File: src/rtl/hazard_ctrl_pkg.sv
// Shared types for the hazard controller: flush FSM state encoding and the
// layout of one shadow-pipeline slot (EX, MEM or WB).
package hazard_ctrl_pkg;

   localparam int REG_IDX_W = 5;

   typedef enum logic [0:0] {
      HAZ_STATE_IDLE  = 1'b0,
      HAZ_STATE_FLUSH = 1'b1
   } haz_state_e;

   typedef struct packed {
      logic                 valid;
      logic                 dest_en;
      logic                 is_load;
      logic [REG_IDX_W-1:0] dest_reg;
   } slot_t;

   localparam slot_t SLOT_BUBBLE = '0;

endpackage

File: src/rtl/hazard_match.sv
// Compares one in-flight slot against the source operands of the ID instruction.
// Writes to register 0 never count as producers.
module hazard_match
   import hazard_ctrl_pkg::*;
(
   input  logic                 slot_valid,
   input  logic                 slot_dest_en,
   input  logic [REG_IDX_W-1:0] slot_dest_reg,
   input  logic [REG_IDX_W-1:0] rs1,
   input  logic                 rs1_used,
   input  logic [REG_IDX_W-1:0] rs2,
   input  logic                 rs2_used,
   output logic                 match
);

   logic producer;

   always_comb begin
      producer = slot_valid & slot_dest_en & (slot_dest_reg != '0);
      match    = producer & ((rs1_used & (rs1 == slot_dest_reg)) |
                             (rs2_used & (rs2 == slot_dest_reg)));
   end

endmodule

File: src/rtl/hazard_ctrl.sv
// Pipeline sequencing controller: RAW stall detection against a 3-slot shadow
// of EX/MEM/WB, a redirect flush FSM, and stall/flush event counters.
module hazard_ctrl
   import hazard_ctrl_pkg::*;
#(
   parameter int FWD_EN       = 0,
   parameter int RF_BYPASS    = 0,
   parameter int FLUSH_CYCLES = 1,
   parameter int CNT_W        = 32
) (
   input  logic                 clk,
   input  logic                 clr,
   input  logic                 i_id_valid,
   input  logic [REG_IDX_W-1:0] i_id_rs1,
   input  logic                 i_id_rs1_used,
   input  logic [REG_IDX_W-1:0] i_id_rs2,
   input  logic                 i_id_rs2_used,
   input  logic                 i_id_dest_en,
   input  logic [REG_IDX_W-1:0] i_id_dest_reg,
   input  logic                 i_id_is_load,
   input  logic                 i_ex_redirect,
   output logic                 o_stall,
   output logic                 o_flush,
   output logic                 o_bubble_ex,
   output logic [CNT_W-1:0]     o_stall_cnt,
   output logic [CNT_W-1:0]     o_flush_cnt
);

   // Remaining extra flush cycles after the redirect cycle itself.
   localparam logic [1:0] FLUSH_RELOAD = (FLUSH_CYCLES > 1) ? 2'(FLUSH_CYCLES - 2) : 2'd0;

   slot_t      slots [3];
   logic [2:0] slot_match;
   haz_state_e state;
   haz_state_e state_next;
   logic [1:0] cnt;
   logic [1:0] cnt_next;
   logic       hazard;
   logic       issue;
   slot_t      issue_slot;

   // Index 0 is EX, 1 is MEM, 2 is WB.
   for (genvar i = 0; i < 3; i++) begin : g_match
      hazard_match u_match (
         .slot_valid    (slots[i].valid),
         .slot_dest_en  (slots[i].dest_en),
         .slot_dest_reg (slots[i].dest_reg),
         .rs1           (i_id_rs1),
         .rs1_used      (i_id_rs1_used),
         .rs2           (i_id_rs2),
         .rs2_used      (i_id_rs2_used),
         .match         (slot_match[i])
      );
   end

   // With forwarding only a load still in EX cannot supply its result in time.
   always_comb begin
      hazard = 1'b0;
      if (FWD_EN != 0) begin
         hazard = slot_match[0] & slots[0].is_load;
      end else if (RF_BYPASS != 0) begin
         hazard = slot_match[0] | slot_match[1];
      end else begin
         hazard = |slot_match;
      end
   end

   always_comb begin
      state_next = state;
      cnt_next   = cnt;
      o_flush    = 1'b0;
      case (state)
         HAZ_STATE_IDLE: begin
            o_flush = i_ex_redirect;
            if (i_ex_redirect && (FLUSH_CYCLES > 1)) begin
               state_next = HAZ_STATE_FLUSH;
               cnt_next   = FLUSH_RELOAD;
            end
         end
         HAZ_STATE_FLUSH: begin
            o_flush = 1'b1;
            if (i_ex_redirect) begin
               cnt_next = FLUSH_RELOAD;
            end else if (cnt == 2'd0) begin
               state_next = HAZ_STATE_IDLE;
            end else begin
               cnt_next = cnt - 2'd1;
            end
         end
         default: state_next = HAZ_STATE_IDLE;
      endcase

      if (clr) begin
         o_flush = 1'b0;
      end

      // A flushed instruction is on the wrong path, so flush wins over stall.
      o_stall     = i_id_valid & hazard & ~o_flush & ~clr;
      o_bubble_ex = o_stall | o_flush | clr;
      issue       = i_id_valid & ~o_stall & ~o_flush;

      issue_slot = SLOT_BUBBLE;
      if (issue) begin
         issue_slot.valid    = 1'b1;
         issue_slot.dest_en  = i_id_dest_en;
         issue_slot.is_load  = i_id_is_load;
         issue_slot.dest_reg = i_id_dest_reg;
      end
   end

   always_ff @(posedge clk) begin
      if (clr) begin
         state <= HAZ_STATE_IDLE;
         cnt   <= 2'd0;
      end else begin
         state <= state_next;
         cnt   <= cnt_next;
      end
   end

   // The shadow pipeline advances every cycle; stalls drain it one bubble at a time.
   always_ff @(posedge clk) begin
      if (clr) begin
         slots <= '{default: SLOT_BUBBLE};
      end else begin
         slots[2] <= slots[1];
         slots[1] <= slots[0];
         slots[0] <= issue_slot;
      end
   end

   always_ff @(posedge clk) begin
      if (clr) begin
         o_stall_cnt <= '0;
         o_flush_cnt <= '0;
      end else begin
         if (o_stall) begin
            o_stall_cnt <= o_stall_cnt + CNT_W'(1);
         end
         if (i_ex_redirect) begin
            o_flush_cnt <= o_flush_cnt + CNT_W'(1);
         end
      end
   end

endmodule

File: config.mk
export PLATFORM = sky130hd
export DESIGN_NAME = hazard_ctrl
export DESIGN_NICKNAME = d
export VERILOG_FILES = /design/src/rtl/hazard_ctrl_pkg.sv /design/src/rtl/hazard_match.sv /design/src/rtl/hazard_ctrl.sv
export SDC_FILE = /design/constraint.sdc
export NUM_CORES = 1
export LEC_CHECK = 0
export ABC_AREA = 1
export BUFFER_PORTS_ARGS = -buffer_cell sky130_fd_sc_hd__buf_2
export CAP_MARGIN = 5
export CORE_MARGIN = 2
export CORE_UTILIZATION = 40
export DETAILED_ROUTE_END_ITERATION = 10
export GPL_ROUTABILITY_DRIVEN = 0
export PLACE_DENSITY = 0.72
export SYNTH_ARGS = -nofsm -noshare
export SYNTH_HDL_FRONTEND = slang
export SYNTH_SLANG_ARGS = --single-unit
export TNS_END_PERCENT = 5
File: constraint.sdc
create_clock -name clk -period 4.5 [get_ports clk]
set_clock_uncertainty 0.2 [all_clocks]
set_input_delay 0.45 -clock clk [delete_from_list [all_inputs] [get_ports clk]]
set_output_delay 0.45 -clock clk [all_outputs]
set_load 0.02 [all_outputs]
## Word level (Yosys, flattened, before mapping)

Index checks and enable logic that the tools add are counted.

| word-level totals | value |
|---|---|
| bits in registers | 88 |
| output and inout bits | 67 |

| cells by class | value |
|---|---|
| bitwise gates (word level) | 30 |
| reductions and logical operators | 8 |
| $add $sub $neg | 3 |
| eq/ne operators | 7 |
| mux-type cells | 7 |

Operators by type and width:

| kind | count |
|---|---|
| $add 32x1->32 const B | 2 |
| $eq 5x5->1 | 6 |
| $and 1x1->1 | 20 |
| $reduce_bool 5->1 | 3 |
| $mux 8 | 1 |
| $not 1->1 | 5 |
| $or 1x1->1 | 5 |
| $mux 2 | 2 |
| $reduce_or 2->1 | 2 |
| $mux 1 | 3 |
| $reduce_or 3->1 | 1 |
| $logic_not 2->1 | 1 |
| $ne 2x2->1 const B | 1 |
| $pmux 1 s2 | 1 |
| $reduce_and 2->1 | 1 |
| $sub 2x1->2 const B | 1 |

## Logic depth before layout (Yosys ltp)

Gate-level depths: netlist (run 1).

| depth | value |
|---|---|
| depth in word-level cells | 13 |
| mapped depth | 13 |
| mapped depth without buffers | 13 |

## By module

A second synthesis (run 1) with hierarchy kept.

| second synthesis, totals | value |
|---|---|
| cells, all modules | 817 |
| area total of the unflattened synthesis | 4882.2 um2 |

By module, submodules not included:

| module | cells each | instances | sequential area each (um2) | area an instance (um2) |
|---|---|---|---|---|
| hazard_ctrl | 649 | 1 | 1761.7 | 4229.1 |
| hazard_match | 56 | 3 | 0.0 | 217.7 |

## Worst setup path before layout (run 1)

Ideal clock, no wire load.

| timing | value |
|---|---|
| path kind | input -> output |
| from | input i_ex_redirect |
| to | output o_bubble_ex |
| setup slack | 2.346 ns |
| arrival time | 1.504 ns |
| path buffers | 0 |
| cell stages on the path | 5 |
| path through | inv_2 -> a21oi_1 -> nor2_1 -> nand2_1 -> nand3_1 |

| on the way | value |
|---|---|
| word-level cells in the longest chain between the ends | 7 |

RTL lines:

| what | RTL line | source |
|---|---|---|
| start: declaration | hazard_ctrl.sv:21 | `input logic i_ex_redirect,` |
| $pmux 1 s2 (*) | hazard_ctrl.sv:72 | `case (state)` |
| $mux 1 (*) | hazard_ctrl.sv:93 | `if (clr) begin` |
| net o_flush | hazard_ctrl.sv:23 | `output logic o_flush,` |
| $not 1->1 | hazard_ctrl.sv:98 | `o_stall = i_id_valid & hazard & ~o_flush & ~clr;` |
| $and 1x1->1 (2 in series) | hazard_ctrl.sv:98 |  |
| $or 1x1->1 (*) (2 in series) | hazard_ctrl.sv:99 | `o_bubble_ex = o_stall \| o_flush \| clr;` |
| end: declaration | hazard_ctrl.sv:24 | `output logic o_bubble_ex,` |

The timed path passes the listed nets; every way through them passes the cells marked *.

## Worst setup path after layout (run 1)

| timing | value |
|---|---|
| from | register slots[2] (netlist name) |
| to | output o_bubble_ex |

| on the way | value |
|---|---|
| word-level cells in the longest chain between the ends | 10 |
| elaborated cells between the ends (all ways) | 14 |
| classes of those cells | 2 x eq/ne; 10 x bitwise; 2 x reduce/logical |

RTL lines:

| what | RTL line | source |
|---|---|---|
| start: declaration | hazard_ctrl.sv:32 | `slot_t slots [3];` |
| $eq 5x5->1 (on tied branches) | hazard_match.sv:20, hazard_match.sv:21 |  |
| $and 1x1->1 (on tied branches) | hazard_match.sv:20, hazard_match.sv:21 |  |
| $or 1x1->1 | hazard_match.sv:20 | `match = producer & ((rs1_used & (rs1 == slot_dest_reg)) \|` |
| $and 1x1->1 (*) | hazard_match.sv:20 |  |
| $reduce_or 3->1 (*) | hazard_ctrl.sv:64 | `hazard = \|slot_match;` |
| $and 1x1->1 (*) (3 in series) | hazard_ctrl.sv:98 |  |
| $or 1x1->1 (*) (2 in series) | hazard_ctrl.sv:99 |  |

Every way passes the cells marked *; elsewhere a longest branch is shown, timed or not.

==> run summary, run 1 <==
The run finished with clean final reports. The combined area of all synthesized cells is 0.00488 mm^2. The number of warnings issued by yosys is 0. The worst hold path class is in2reg. The boundary pin count came out at 90. The setup TNS came out at 0 ns. STA classifies the critical path startpoint as a flip-flop. The areal power density over the cells came out at 283 mW/mm^2.

The H-tree generated during clock tree synthesis spans 3 levels. In this run the deepest clock path goes through 2 buffers. The net count of the finished layout is 913. After filler insertion, the fill cell instance count of the layout stands at 1254. In this run the tightest slew margin relative to its limit is 41.9%. Counting flops with a built-in enable in the synthesized netlist gives 0. Summing all non-filler instances in the final layout gives an area of 0.00574 mm^2.

The number of slew-limit violations in the final report is 0. The critical path arrival is 2.75 ns. Setup repair after global routing left no endpoint under its margin. The static leakage came out at 2.64 nW. After synthesis the netlist holds a flip-flop and latch count of 88.

For this run, asynchronously set or reset flops after synthesis account for 0%. The later-pin clock latency in the skew report came out at 0.35 ns. Across the run, the number of max-cap violations was 0. Dividing the synthesized area by the synthesized cell count gives 6.09 um^2. The first-pass iteration count of the detailed router came out at 4.

The actual slew at the worst max-slew pin came out at 0.871 ns. The post-detailed-placement half-perimeter wirelength is 9140 um. The routed length per instance is 12.1 um. The final worst-path cycle share is 75.5%. The fraction of layout cells with a size suffix above 1 is 12.4%. The number of nets handed over by synthesis was 828.

Setup violations remaining at the end of the flow were counted as 0. The worst setup path is of the reg2out kind. CTS placed an instance of clkbuf_16 at the clock tree root. The number of antenna diodes in the final layout is 0. In this run the worst path has a maximum fanout of 44. Summing over every cut layer, the via total after detailed routing is 5090. The die footprint came out at 0.0131 mm^2.

The count of hold buffers inserted by post-cts repair came out at 0. Dividing the detail-routed via count by the number of cells gives 4.90. TritonCTS built the clock tree. The peak ir drop on the vdd network is 0.163 mV. Of the synthesized area, sequential elements account for 36.1%. The clock period minus final worst setup slack is 3.40 ns.

The global-route wire length before repair came out at 21300 um. The number of buffers added for setup after CTS came out at 0. The data required time of the worst path is 3.85 ns. The count of unresolved DRC violations after routing is 0. The combined global-route utilization of all metal layers came out at 19.9%. Buffers inserted during clock tree synthesis total 9. Clock-pin slew was measured on the worst setup and hold paths at 0.06 ns. The die width is 114 um. For this run, the leading register cell type out of synthesis is dfxtp_1. The wire length reported by the detailed router came out at 12600 um. The instance area after placement is 0.00546 mm^2. After global routing the overflow that remains totals 0. Entering global routing, the biggest net connects 49 pins. The fmax is 294 MHz. The worst setup path is captured at a primary output.

Hold timing on the final database bottoms out at a slack of 0.110 ns. The initial detailed-routing violation count came out at 412. The standard-cell row count is 40.

The remaining number of nets flagged by the antenna check after routing came out at 0. The filler-free cell count of the finished design is 1039. The signed area change from the synthesized netlist to the final layout came out at 17.6%.

Port buffering added 88 buffers. The core region is 0.0120 mm^2. The via count of the first global-routing pass came out at 4703.

The initial standard-cell utilization of the core came out at 40.8%. Counting tap cells, the placed design contains a total of 1023 instances. Clock tree synthesis found a total of 88 sinks.

The height of the die came out at 114 um. The post-cts sizing count came out at 0. Counting every instance in the synthesized netlist gives 802.

The hold violation total from the final report came to 0. Yosys mapped the design onto 28 distinct sky130hd cell types. The initial antenna violation count came out at 0.
## cells in the mapped netlist (2+ instances only)
cell type  count  area [um^2]
a211oi_1       2         15.0
nand4_1       35          219
nand3_2        2         20.0
nand3_1       59          295
nor3_1        24          120
and3_1         2         12.5
a31oi_1        2         12.5
nand3b_1       4         30.0
xnor2_1        6         52.6
buf_2          8         40.0
nor4_1         3         18.8
nor2_1       154          578
a21oi_1       28          140
clkbuf_1       8         30.0
inv_1        120          450
xor2_1         8         70.1
ha_1           3         37.5
o21ai_0       20          100
dfxtp_1       88         1760
nand2_1      218          818
## through the flow
stage	util [%]	total power, mW	setup slack, ns
2_1_floorplan	-	0.868	2.35
3_3_place_gp	45.6	0.902	1.29
3_5_place_dp	45.6	0.903	1.29
4_1_cts	48.0	1.64	1.09
5_1_grt	48.0	1.69	0.851
6_report	48.0	1.62	1.10
## power by group
part	leakage [nW]	total [mW]	internal, mW	switching [mW]
Clock	0.140	0.738	0.428	0.309
Sequential	0.711	0.792	0.786	0.00632
Combinational	1.78	0.0937	0.0288	0.0649
Total	2.64	1.62	1.24	0.381
## worst max-delay path, cell delays in order (launching register included)
cell,delay (ns)
dfxtp_1,0.34
nor3_1,0.22
nand3_1,0.13
nand3_1,0.09
inv_1,0.04
nand2_1,0.06
nand3_2,0.65
nand2_1,0.55
nand3_1,0.12
buf_2,0.19
## sequential cells by signal, indices dropped and copies added (netlist names)
name,count
slots,21
o_flush_cnt,32
cnt,2
o_stall_cnt,32
state,1
## path summary, 6_finish.rpt
| path | startpoint | end | slack, ns | depth (start not counted) |
|---|---|---|---|---|
| max reg2reg | slots[2]$_SDFF_PP0_ | slots[16]$_SDFF_PP0_ | 1.55 | 9 |
| min reg2reg | slots[15]$_SDFF_PP0_ | slots[7]$_SDFF_PP0_ | 0.22 | 2 |
| max | slots[2]$_SDFF_PP0_ | o_bubble_ex | 1.10 | 9 |
| min | i_id_dest_reg[4] | slots[20]$_SDFF_PP0_ | 0.11 | 3 |
## routing by layer
metal	part of all wire (%)	up-vias	track usage, %
li1	-	2692	-
met1	48	2250	26.6
met2	45	130	31.8
met3	5.4	18	4.76
met4	1.4	0	6.26
met5	0	-	0
## cell type report
class	count	area [um^2]	area share (%)
flip-flops and latches	88	1760	30.7
clock buffers	12	236	4.12
clock inverters	4	45.0	0.785
well taps	147	184	3.20
inverters	122	458	7.98
multi-input cells	575	2590	45.2
repair buffers	91	463	8.06
## kinds of logic (layout without fill, tap and decap cells)
family                   count (synthesis)  in the layout  synth area share, %
buffers and inverters                  139            229                 10.9
XOR/XNOR                                14             14                 2.51
AND/OR/NAND/NOR                        505            505                 44.1
AO/OA/AOI/OAI                           53             53                 5.66
flip-flops                              88             88                 36.1
adder cells (fa/ha/maj)                  3              3                0.769
## placed cells by master (no fill, tap or decap), types with 20 or more instances in the layout
master / count
a21oi_1: 28
buf_2: 88
dfxtp_1: 88
inv_1: 120
nand2_1: 218
nand3_1: 59
nand4_1: 35
nor2_1: 153
nor3_1: 24
o21ai_0: 20
Note: power is estimated with default switching activity, not from simulation.
==> inputs of run 2 (changes only) <==
==> constraint.sdc (replaced) <==
create_clock -name clk -period 3.4 [get_ports clk]
set_clock_uncertainty 0.2 [all_clocks]
set_input_delay 0.34 -clock clk [delete_from_list [all_inputs] [get_ports clk]]
set_output_delay 0.34 -clock clk [all_outputs]
set_load 0.02 [all_outputs]
==> run 2 against run 1 <==
Compared with the run above:
- sequential power up 33%
- core utilization up 0.27 points
- die area unchanged
- critical path depth down 2
- worst hold slack worse by 0.097 ns
- register-to-register slack worse by 0.57 ns
- via count up 0.86%
- flip-flop and latch count unchanged
==> run summary, run 2 (same netlist as run 1, synthesis figures left out) <==
The flow ran to the end, and the final reports show no timing, DRC or antenna violations. The first-pass iteration count of the detailed router is 5 (+1). The pre-CTS setup slack came out at 0.911 ns (-0.382 ns). The data required time of the worst path was 2.86 ns (-0.99 ns). The largest buffer count on any clock path came out at 2 (unchanged).

The areal power density over the cells is 368 mW/mm^2 (+30%). The clock period minus final worst setup slack is 2.51 ns. The total number of vias came out at 5134 (+0.86%). The hold violation total from the final report was 0 (unchanged). Leaving out fill and tap cells, the most frequent cell in the layout is nand2_1. The signed area change from the synthesized netlist to the final layout came out at 18.2%. The routed length per instance came out at 11.8 um (-2.5%).

Among all stages on the critical path, the largest delay is contributed by buf_4. The worst slew slack as a fraction of its limit is 63.6% (+22 points). The critical path goes through inv_1 -> a21oi_1 -> nor2_2 -> buf_4 -> nand3_1 -> inv_1 -> buf_2.

In this design, the critical path's most frequently occurring cell is inv_1. The number of levels the H-tree was split into was 3 (unchanged). The number of slew-limit violations in the final report was 0 (unchanged). The initial standard-cell utilization of the core is 40.8% (unchanged). The worst hold path terminates at slots[19]$_SDFF_PP0_. The worst path buffer plus inverter count is 4 (+2). The remaining number of nets flagged by the antenna check after routing is 0 (unchanged).

The worst hold path begins at i_id_dest_reg[3]. The endpoint identified for the worst register-to-register timing path is o_stall_cnt[30]$_SDFFE_PP0P_. The later-pin clock latency in the skew report is 0.35 ns (about the same).

The net count of the finished layout was 916 (+0.33%). The combined global-route utilization of all metal layers is 19.2% (-0.72 points). The depth of the most critical reg-to-reg path came out at 10 (+1). The kind of cell with the highest combined delay on the critical path is buffers and inverters. Clock tree synthesis selected as its root buffer the cell clkbuf_16. The smallest hold slack came out at 0.0123 ns (-0.0973 ns).

The via count of the first global-routing pass is 4565 (-2.9%). The post-detailed-placement half-perimeter wirelength is 9040 um (-1.2%). The initial detailed-routing violation count came out at 395 (-4.1%). The worst hold path class is in2reg. The clock-pin slew on the worst setup and hold paths is 0.06 ns (about the same).

The filler cell count in the final layout was 1254 (unchanged). The count of unresolved DRC violations after routing came out at 0 (unchanged). The critical path in this run is classified as reg2out. The die footprint is 0.0131 mm^2 (unchanged). The maximum fanout along the worst path came out at 43 (-2.3%). The pin count of the biggest net entering global routing came out at 48 (-2.0%). The final setup violation count is 0 (unchanged).

The worst setup path is launched from a flip-flop. The standard-cell row count is 40 (unchanged). The global-route wire length before repair came out at 20500 um (-3.9%). The number of buffers inserted by port buffering is 88 (unchanged).

The initial antenna violation count is 0 (unchanged). The setup TNS is 0 ns (unchanged). The fraction of layout cells with a size suffix above 1 is 12.6% (+0.18 points).

The number of violations of the max-capacitance limit came out at 0 (unchanged). The worst setup path is captured at a primary output. The worst reg-to-reg setup slack is 0.98 ns (-0.57 ns). The number of clock buffers inserted by TritonCTS is 9 (unchanged). The average via count per standard cell came out at 4.93 (+0.57%). The total number of clock tree sinks is 88 (unchanged). The wire length reported by the detailed router is 12300 um (-2.2%). In the layout the commonest cells are nand2_1, nor2_1, inv_1.

The delay contributed by the slowest stage of the critical path is 0.40 ns (-0.25 ns). The critical path arrival came to 1.97 ns (-0.78 ns). The height of the die came out at 114 um (unchanged). In this run the critical register-to-register path is launched from o_stall_cnt[0]$_SDFFE_PP0P_. The die width is 114 um (unchanged). The instance count along the most critical hold path is 3 (unchanged). TritonCTS built the clock tree. The number of buffers added for setup after CTS is 0 (unchanged). Setup repair after global routing left no endpoint under its margin.

Derived from the worst setup path, the maximum achievable clock frequency is 399 MHz. The total power of the final layout is 2.13 mW (+31%). The final global-route overflow total is 0 (unchanged). The final worst slack came out at 0.893 ns (-0.208 ns).

The static leakage came out at 2.65 nW (+0.47%). The boundary pin count is 90 (unchanged). The actual slew at the worst max-slew pin was 0.542 ns (-0.330 ns). The number of antenna diodes is 0 (unchanged). The core box area came out at 0.0120 mm^2 (unchanged). The final worst-path cycle share came out at 73.7%. In the final layout, the registers with the most flip-flops are o_flush_cnt x32, o_stall_cnt x32, slots x21. The peak ir drop on the vdd network came out at 0.195 mV (+19%).
==> run 2: cell types whose count changed in the layout (fill, tap and decap cells not counted) <==
| cell | change |
|---|---|
| clkinvlp_4 | +1 |
| dlygate4sd3_1 | +2 |
| bufinv_16 | -1 |
| clkbuf_1 | -1 |
| clkbuf_8 | +3 |
| buf_4 | +1 |
| clkinv_2 | -2 |
==> run 2: how the worst max path moves through the flow <==
stage | endpoint | startpoint | slack [ns] | cells after the start
2_1_floorplan | o_stall_cnt[30]$_SDFFE_PP0P_ | o_stall_cnt[0]$_SDFFE_PP0P_ | 1.34 | 10
3_3_place_gp | o_stall | i_ex_redirect | 0.94 | 8
3_5_place_dp | o_stall | i_ex_redirect | 0.91 | 8
4_1_cts | o_stall | state$_SDFF_PP0_ | 0.87 | 7
5_1_grt | o_stall | state$_SDFF_PP0_ | 0.70 | 7
6_report | o_stall | state$_SDFF_PP0_ | 0.89 | 7
==> run 2: layout make-up <==
| type | instances | area (um^2) | area share, % |
|---|---|---|---|
| well taps | 147 | 184 | 3.19 |
| clock inverters | 2 | 12.5 | 0.217 |
| clock buffers | 14 | 274 | 4.75 |
| inverters | 122 | 458 | 7.93 |
| flip-flops and latches | 88 | 1760 | 30.5 |
| multi-input cells | 575 | 2590 | 44.9 |
| repair buffers | 94 | 490 | 8.50 |
==> run 2: tightest hold or removal path: cells and delay by family <==
family,cells,cell delay (ns)
and+or+nand+nor,1,0.03
buffers and inverters,2,0.14
==> run 2: what timing repair did <==
item,in CTS,in global routing
endpoints found under the setup margin,0,0
hold buffers,2,0
resized for setup,0,0
hold endpoints to repair,2,0
==> run 2: stage by stage <==
stage | instance area [um^2] | util [%] | cells
floorplan | 4880 | - | 802
global placement | 5470 | 45.7 | 1024
detailed placement | 5470 | 45.7 | 1024
CTS | 5770 | 48.3 | 1042
global route | 5770 | 48.3 | 1042
finish | 5770 | 48.3 | 1042
==> run 2: per-layer routing <==
layer  track usage [%]  part of all wire (%)  vias to the layer above
met4              7.80                   2.0                        0
li1                  -                     -                     2705
met1              25.2                    48                     2286
met2              31.5                    45                      120
met5                 0                     0                        -
met3              3.07                   4.8                       23
==> run 2: power breakdown <==
group	leakage [nW]	switching (mW)	internal [mW]	total, mW
registers	0.711	0.00806	1.04	1.05
clock network	0.139	0.397	0.555	0.952
logic	1.80	0.0857	0.0397	0.125
